===== src/rtl/riscv_pkg.sv =====
// Shared definitions for the riscv_core memory-side blocks.
package riscv_pkg;

    localparam int DEF_ADDR_W = 32;
    localparam int DEF_DATA_W = 32;

    // Who owns the read data that returns from memory this cycle.
    typedef enum logic [1:0] {
        OWN_NONE = 2'd0,
        OWN_IF   = 2'd1,
        OWN_D    = 2'd2
    } rd_owner_e;

endpackage


===== src/rtl/mem_port_arbiter_starve_ctr.sv =====
// Saturating count of consecutive cycles a pending fetch has been denied.
module starve_ctr #(
    parameter int STARVE_MAX = 4
) (
    input  logic clk,
    input  logic rst,
    input  logic inc,
    input  logic clr,
    output logic sat
);

    localparam int CNT_W = $clog2(STARVE_MAX + 1);
    localparam logic [CNT_W-1:0] MAX_V = CNT_W'(STARVE_MAX);

    logic [CNT_W-1:0] count;

    always_ff @(posedge clk) begin
        if (rst) begin
            count <= '0;
        end else if (clr) begin
            count <= '0;
        end else if (inc && !sat) begin
            count <= count + CNT_W'(1);
        end
    end

    assign sat = (count == MAX_V);

endmodule


===== src/rtl/mem_port_arbiter.sv =====
// Shares the single-port unified memory between fetch and load/store:
// data has priority, fetch takes over after STARVE_MAX denied cycles.
module mem_port_arbiter
    import riscv_pkg::*;
#(
    parameter int ADDR_W     = DEF_ADDR_W,
    parameter int DATA_W     = DEF_DATA_W,
    parameter int STARVE_MAX = 4
) (
    input  logic              clk,
    input  logic              rst,
    input  logic              if_req,
    input  logic [ADDR_W-1:0] if_addr,
    output logic              if_gnt,
    output logic              if_rvalid,
    output logic [DATA_W-1:0] if_rdata,
    input  logic              d_req,
    input  logic              d_we,
    input  logic [ADDR_W-1:0] d_addr,
    input  logic [DATA_W-1:0] d_wdata,
    output logic              d_gnt,
    output logic              d_rvalid,
    output logic [DATA_W-1:0] d_rdata,
    output logic              mem_en,
    output logic              mem_write,
    output logic [ADDR_W-1:0] mem_addr,
    output logic [DATA_W-1:0] mem_wdata,
    input  logic [DATA_W-1:0] mem_rdata
);

    rd_owner_e rd_owner;
    logic      starved;

    starve_ctr #(
        .STARVE_MAX(STARVE_MAX)
    ) u_starve_ctr (
        .clk (clk),
        .rst (rst),
        .inc (if_req && !if_gnt),
        .clr (if_gnt || !if_req),
        .sat (starved)
    );

    // Fetch wins when alone or once it has been starved long enough.
    always_comb begin
        if_gnt = 1'b0;
        d_gnt  = 1'b0;
        if (!rst) begin
            if_gnt = if_req && (!d_req || starved);
            d_gnt  = d_req && !(if_req && starved);
        end
    end

    always_comb begin
        mem_en    = if_gnt || d_gnt;
        mem_write = 1'b0;
        mem_addr  = '0;
        mem_wdata = '0;
        if (d_gnt) begin
            mem_write = d_we;
            mem_addr  = d_addr;
            mem_wdata = d_wdata;
        end else if (if_gnt) begin
            mem_addr  = if_addr;
        end
    end

    always_ff @(posedge clk) begin
        if (rst) begin
            rd_owner <= OWN_NONE;
        end else if (if_gnt) begin
            rd_owner <= OWN_IF;
        end else if (d_gnt && !d_we) begin
            rd_owner <= OWN_D;
        end else begin
            rd_owner <= OWN_NONE;
        end
    end

    // A reset landing on the response cycle drops the in-flight read.
    assign if_rvalid = !rst && (rd_owner == OWN_IF);
    assign d_rvalid  = !rst && (rd_owner == OWN_D);
    assign if_rdata  = if_rvalid ? mem_rdata : '0;
    assign d_rdata   = d_rvalid  ? mem_rdata : '0;

endmodule


===== config.mk =====
export PLATFORM = sky130hd
export DESIGN_NAME = mem_port_arbiter
export DESIGN_NICKNAME = d
export VERILOG_FILES = /design/src/rtl/riscv_pkg.sv /design/src/rtl/mem_port_arbiter_starve_ctr.sv /design/src/rtl/mem_port_arbiter.sv
export SDC_FILE = /design/constraint.sdc
export NUM_CORES = 1
export LEC_CHECK = 0
export ABC_AREA = 1
export ABC_CLOCK_PERIOD_IN_PS = 1400
export CAP_MARGIN = 40
export CORE_AREA = 2 2 103 105
export DETAILED_ROUTE_END_ITERATION = 10
export DIE_AREA = 0 0 105 107
export GPL_TIMING_DRIVEN = 0
export PLACE_DENSITY = 0.65
export SETUP_SLACK_MARGIN = 0.2
export SYNTH_ARGS = -nofsm -noshare
export SYNTH_HDL_FRONTEND = slang
export SYNTH_HIERARCHICAL = 1
export SYNTH_SLANG_ARGS = --single-unit

===== constraint.sdc =====
create_clock -name clk -period 1.4 [get_ports clk]
set_input_delay 0.21 -clock clk [delete_from_list [all_inputs] [get_ports clk]]
set_output_delay 0.21 -clock clk [all_outputs]
set_load 0.03 [all_outputs]

==> out/results.ini, run 1 <==
[status]
status=complete, but fails checks
violations=negative setup slack

[route]
vias=3412
antenna_left=0
vias_per_cell=4.32
drc=0
wire_per_inst_um=14.2
wl_mm=11.2
drt_first_pass_iters=4
drt_iter0_markers=111

[critical_path]
worstPathRequired_ns=1.19
worstPathMaxFanout=6
critPathKind=flip-flop to primary output
cp.depth=12
cp_data_arrival_time_ns=1.63
cp-end-kind=primary output
rr_worst_depth=16
critPathSlowestCell=dfxtp_2
reg2reg_slack_ns=-0.27
critPathCapture=mem_addr[23]
crit_buf_inv=7
critPathLaunch=u_starve_ctr/count[0]$_SDFFE_PP0P_
rr_startpoint=u_starve_ctr/count[0]$_SDFFE_PP0P_
critical_path.max_stage_delay_ns=0.32
cpLargestDelayFamily=buffers and inverters
worstSetupStartpointType=flip-flop
path_cells=inv_2, ha_4, nand2_4, inv_6, inv_4, nand2_4, buf_6, buf_6, buf_6, nand4_1, nand2_2, buf_6
crit_top_cell=buf_6
r2r-end=u_starve_ctr/count[2]$_SDFFE_PP0P_

[global_route]
use_met3_pct=4.19
first_global_vias=3376
grt_pass1_wl_mm=16.1
antenna_found_initial=0
overflow=0
busiest_layer=met2
grt_usage_pct=17.5
grt_max_degree=11
grt_util_met2_pct=34.0
gr-usage-met1_pct=19.0

[placed_design]
post-place-ws_ns=-0.945
hpwl_mm=8.54
placed_area_sq_um=5120
routabilityCongestion=0.794
portBuffers=264

[timing]
hold_violations=0
setup_viol=134
finalWorstPathRequiredPeriod_ns=1.84
slew_headroom_pct=82.5
fmax_mhz=544
maxSlewViolCount=0
worst_slack_ns=-0.437
rsz0062_at_grt=true
period_share_pct=131
tightest_slew_ns=0.262
finClkSkew_ns=0.00464

[pwr]
p_int_mw=1.19
power-per-cell-area_nw_per_um2=327
sw_frac_of_total_pct=42.6
p_comb_share_pct=79.3
ir_drop_v=0.000189
seq_power_share_pct=7.3
power.switching_mw=0.887
leakagePower_nw=2.90
clkPwrFrac_pct=13.5

[clocking]
worstSkewPairLatency_ns=0.23
root_buffer=clkbuf_8
cts_max_level=1
cts_buffer_depth=2
holdBufCountCts=0
cts.sinks=5
cts_buffers=3
cts.reportedPaths.clkPinSlew_ns=0.04
tritoncts=built

[flow_run]
maxCapViolCount=0

[cells_and_area]
nets=790
diodes=0
drive_gt1_share_pct=56.9
final_util_pct=63.0
syn_to_final_growth_pct=284
design_area_sq_um=6360
fillers=858

[synthesis]
syn_inst=335
synth_nets=470
synth_edf_count=0
synth_top_area_share_pct=24.2
yosysMostFrequentCell=nor2_1
syn_avg_cell_area_sq_um=4.94
synthTopCellsByCount=nor2_1 (104), inv_1 (77), nand4_1 (64)
ys_seq_elements=5
synth_area_leader_cell=nand4_1
ys_top_cells_by_area=nand4_1 (24%), nor2_1 (24%), inv_1 (17%), nand2_1 (8.8%), dfxtp_1 (6.0%)
async_flop_share_pct=0
syn_area_sq_um=1660
synth-main-ff-cell=dfxtp_1
synth_warnings=6
ys_seq_area_share_pct=6.05
synth_cell_types=17

[min_path]
hold_class=input pin to flip-flop

[floorplan]
die_h_um=107
start_util_pct=16.4
dieArea_sq_um=11200
die_w_um=105
core_sq_um=10100
io_pins=267
num_rows=37

## worst register-to-register path, stage by stage, from the launching register on
cell and delay [ns]:
dfxtp_2 0.32, inv_2 0.05, ha_4 0.16, nand2_4 0.07, inv_6 0.05, inv_4 0.05, nand2_4 0.07, buf_4 0.16
nand3_4 0.08, buf_4 0.12, nand2_1 0.08, inv_2 0.10, nand2_1 0.06, inv_1 0.06, nand2_1 0.05, nand2_1 0.06
nor2_1 0.04
## final cells by class
type                            instances  area [sq um]  share of cell area, %
Buffer                                 30           357                   5.61
Clock buffer                            4          45.0                  0.708
Inverter                               80           312                   4.90
Multi-Input combinational cell        221          1930                   30.4
Sequential cell                         5           108                   1.69
Tap cell                              136           170                   2.68
Timing Repair Buffer                  314          3440                   54.0
## through the flow
step | std cells | setup TNS (ns) | power [mW] | hold slack (ns)
after floorplan | 335 | -3.83 | 0.845 | 0.275
after global placement | 735 | -115.27 | 1.51 | 0.485
after detailed placement | 735 | -116.59 | 1.53 | 0.513
after CTS | 773 | -37.09 | 1.95 | 0.409
after global routing | 790 | -49.34 | 2.20 | 0.494
final | 790 | -38.83 | 2.08 | 0.485
## worst min-delay path by stage
stage / to / slack, ns / startpoint / cells after the start
after floorplan: rd_owner[1]$_SDFF_PP0_ / 0.27 / d_we / 1
after global placement: u_starve_ctr/count[1]$_SDFFE_PP0P_ / 0.48 / u_starve_ctr/count[1]$_SDFFE_PP0P_ / 2
after detailed placement: u_starve_ctr/count[1]$_SDFFE_PP0P_ / 0.51 / u_starve_ctr/count[1]$_SDFFE_PP0P_ / 2
after CTS: rd_owner[1]$_SDFF_PP0_ / 0.41 / d_req / 3
after global routing: rd_owner[0]$_SDFF_PP0_ / 0.49 / if_req / 4
final: rd_owner[0]$_SDFF_PP0_ / 0.48 / if_req / 4
## repair_timing
item                                    CTS  global route
resized for setup                       899           160
pin swaps                                 6            22
endpoints found under the setup margin  138           138
setup buffers                            30            11
gates cloned                              4             6
## state kept, by name, summed over array words and instances, names as in the netlist
| name | count |
|---|---|
| u_starve_ctr/count | 3 |
| rd_owner | 2 |
## logic make-up after synthesis
logic type               after synthesis  share of synthesized area, %
AND/OR/NAND/NOR                      216                          61.2
buffers and inverters                110                          30.6
flip-flops                             5                          6.05
AO/OA/AOI/OAI                          2                         0.605
adder cells (fa/ha/maj)                2                          1.51
## layout by cell type (no fill, tap or decap), drive strengths merged, types with 2 or more instances in the layout
cell type and count:
buf 208, clkdlybuf4s50 129, nor2 104, inv 79, nand4 64, nand2 42, clkbuf 10, nand3 6
dfxtp 5, a21oi 2, ha 2
## power groups by stage
| stage | clock network, mW | registers, mW | logic, mW |
|---|---|---|---|
| floorplan | 0 | 0.155 | 0.690 |
| global placement | 0 | 0.155 | 1.36 |
| detailed placement | 0 | 0.156 | 1.37 |
| CTS | 0.287 | 0.151 | 1.51 |
| global route | 0.302 | 0.152 | 1.74 |
| finish | 0.281 | 0.151 | 1.65 |
## per-layer routing
layer  wire length [um]  up-vias
met5                  0        -
li1                   -     1682
met3                888       13
met1               4150     1536
met2               6020      181
met4                159        0
Power figures use the tool's default switching activity.
==> run 2, diff against run 1 <==
Settings changed: GPL_TIMING_DRIVEN 0 to unset.
==> out/results.ini, run 2 (synthesized netlist as in run 1, its figures left out) <==
[status]
status=complete, but fails checks
violations=negative setup slack

[min_path]
hold_start=u_starve_ctr/count[2]$_SDFFE_PP0P_
whs_endpoint=u_starve_ctr/count[2]$_SDFFE_PP0P_
hold_class=flip-flop to flip-flop
min_path_cells=2

[critical_path]
rr_worst_depth=15
reg2reg_slack_ns=-0.13
r2r-end=u_starve_ctr/count[2]$_SDFFE_PP0P_
cp-end-kind=primary output
critPathLaunch=u_starve_ctr/count[1]$_SDFFE_PP0P_
worstSetupStartpointType=flip-flop
crit_top_cell=nand2_4
path_cells=inv_2, ha_4, nand2_4, inv_4, nand2_4, nand3_4, clkbuf_16, nor2_4, buf_6
critPathKind=flip-flop to primary output
worstPathMaxFanout=9
rr_startpoint=u_starve_ctr/count[1]$_SDFFE_PP0P_
critical_path.max_stage_delay_ns=0.32
cp_data_arrival_time_ns=1.53
critPathSlowestCell=dfxtp_2
worstPathRequired_ns=1.19

[placed_design]
dp.cells=737
hpwl_mm=8.09
placed_area_sq_um=5010
portBuffers=266
post-place-ws_ns=-0.376
routabilityCongestion=0.794

[clocking]
worstSkewPairLatency_ns=0.22
root_buffer=clkbuf_8
holdBufCountCts=0
cts_buffers=3
cts_max_level=1
cts.sinks=5
cts_buffer_depth=2
tritoncts=built
cts.reportedPaths.clkPinSlew_ns=0.03

[route]
vias=3309
drt_first_pass_iters=4
wire_per_inst_um=13.7
antenna_left=0
drc=0
wl_mm=10.3
drt_iter0_markers=207
vias_per_cell=4.38

[pwr]
ir_drop_v=0.000193
power-per-cell-area_nw_per_um2=340
leakagePower_nw=2.72

[global_route]
use_met3_pct=4.38
first_global_vias=3136
overflow=0
grt_usage_pct=16.5
grt_util_met2_pct=31.2
grt_max_degree=37
busiest_layer=met2
gr-usage-met1_pct=17.9
antenna_found_initial=0
grt_pass1_wl_mm=15.2

[cells_and_area]
final_common_cell=clkdlybuf4s50_1
fillers=898
design_area_sq_um=5880
nets=756
syn_to_final_growth_pct=255
diodes=0
largest_register_ffs=3
reg_top3=u_starve_ctr/count x3, rd_owner x2
drive_gt1_share_pct=54.0
final_cell_mix=clkdlybuf4s50_1 (130), buf_6 (101), nor2_4 (74), inv_1 (70), nand4_1 (64)
final_util_pct=58.3
top_register=u_starve_ctr/count
instances_no_fill=756

[timing]
finalWorstPathRequiredPeriod_ns=1.74
setup_viol=136
rsz0062_at_grt=true
maxSlewViolCount=0
worst_slack_ns=-0.337
hold_violations=0
timing.setup.tns_ns=-28.55
finClkSkew_ns=0.000599
tightest_slew_ns=0.277
slew_headroom_pct=81.5
fmax_mhz=576
period_share_pct=124

[floorplan]
die_h_um=107
dieArea_sq_um=11200
die_w_um=105
num_rows=37
core_sq_um=10100
io_pins=267
start_util_pct=16.4

[flow_run]
maxCapViolCount=0

run 2: changes by cell type in the layout (fill, tap and decap cells not counted), sizes merged:
| cell | before | now |
|---|---|---|
| buf | 208 | 176 |
| clkbuf | 10 | 7 |
| clkdlybuf4s50 | 129 | 130 |
| dlymetal6s2s | 0 | 1 |
| nand3 | 6 | 5 |
run 2: critical path: cells and delay by family, from the launching register on:
family	cells	cell delay, ns
buffers and inverters	4	0.44
flip-flops	1	0.32
adder cells (fa/ha/maj)	1	0.16
AND/OR/NAND/NOR	4	0.37
run 2: layout make-up:
cell class                      count  area [sq um]  share of cell area (%)
Tap cell                          136           170                    2.89
Timing Repair Buffer              311          3440                    58.4
Sequential cell                     5           105                    1.79
Inverter                           80           317                    5.38
Multi-Input combinational cell    220          1810                    30.8
Clock buffer                        4          45.0                   0.766
run 2: report_power, final:
group	leakage (nW)	switching, mW	internal [mW]
logic	2.65	0.765	0.814
clock network	0.0228	0.0742	0.196
registers	0.0425	0.00353	0.149
total	2.72	0.843	1.16
run 2: metal layers:
| metal | vias up | routed length [um] |
|---|---|---|
| met5 | - | 0 |
| li1 | 1605 | - |
| met3 | 18 | 920 |
| met4 | 0 | 166 |
| met1 | 1493 | 3680 |
| met2 | 193 | 5560 |
run 2: repair_timing:
item,4_1_cts,5_1_grt
buffers inserted,5,5
cloned,2,3
endpoints found under the setup margin,138,139
resized for setup,135,22
pin swaps,4,16
run 2: how the worst max path moves through the flow:
| stage | endpoint | depth (start not counted) |
|---|---|---|
| after floorplan | mem_wdata[10] | 8 |
| after global placement | mem_wdata[10] | 6 |
| after detailed placement | d_rdata[0] | 6 |
| after CTS | mem_wdata[10] | 9 |
| after global routing | mem_wdata[11] | 9 |
| final | mem_wdata[5] | 9 |
run 2: through the flow:
step	power [mW]	hold slack, ns
global placement	1.53	0.525
floorplan	0.845	0.275
CTS	1.96	0.535
detailed placement	1.55	0.529
finish	2.00	0.536
global route	2.11	0.570
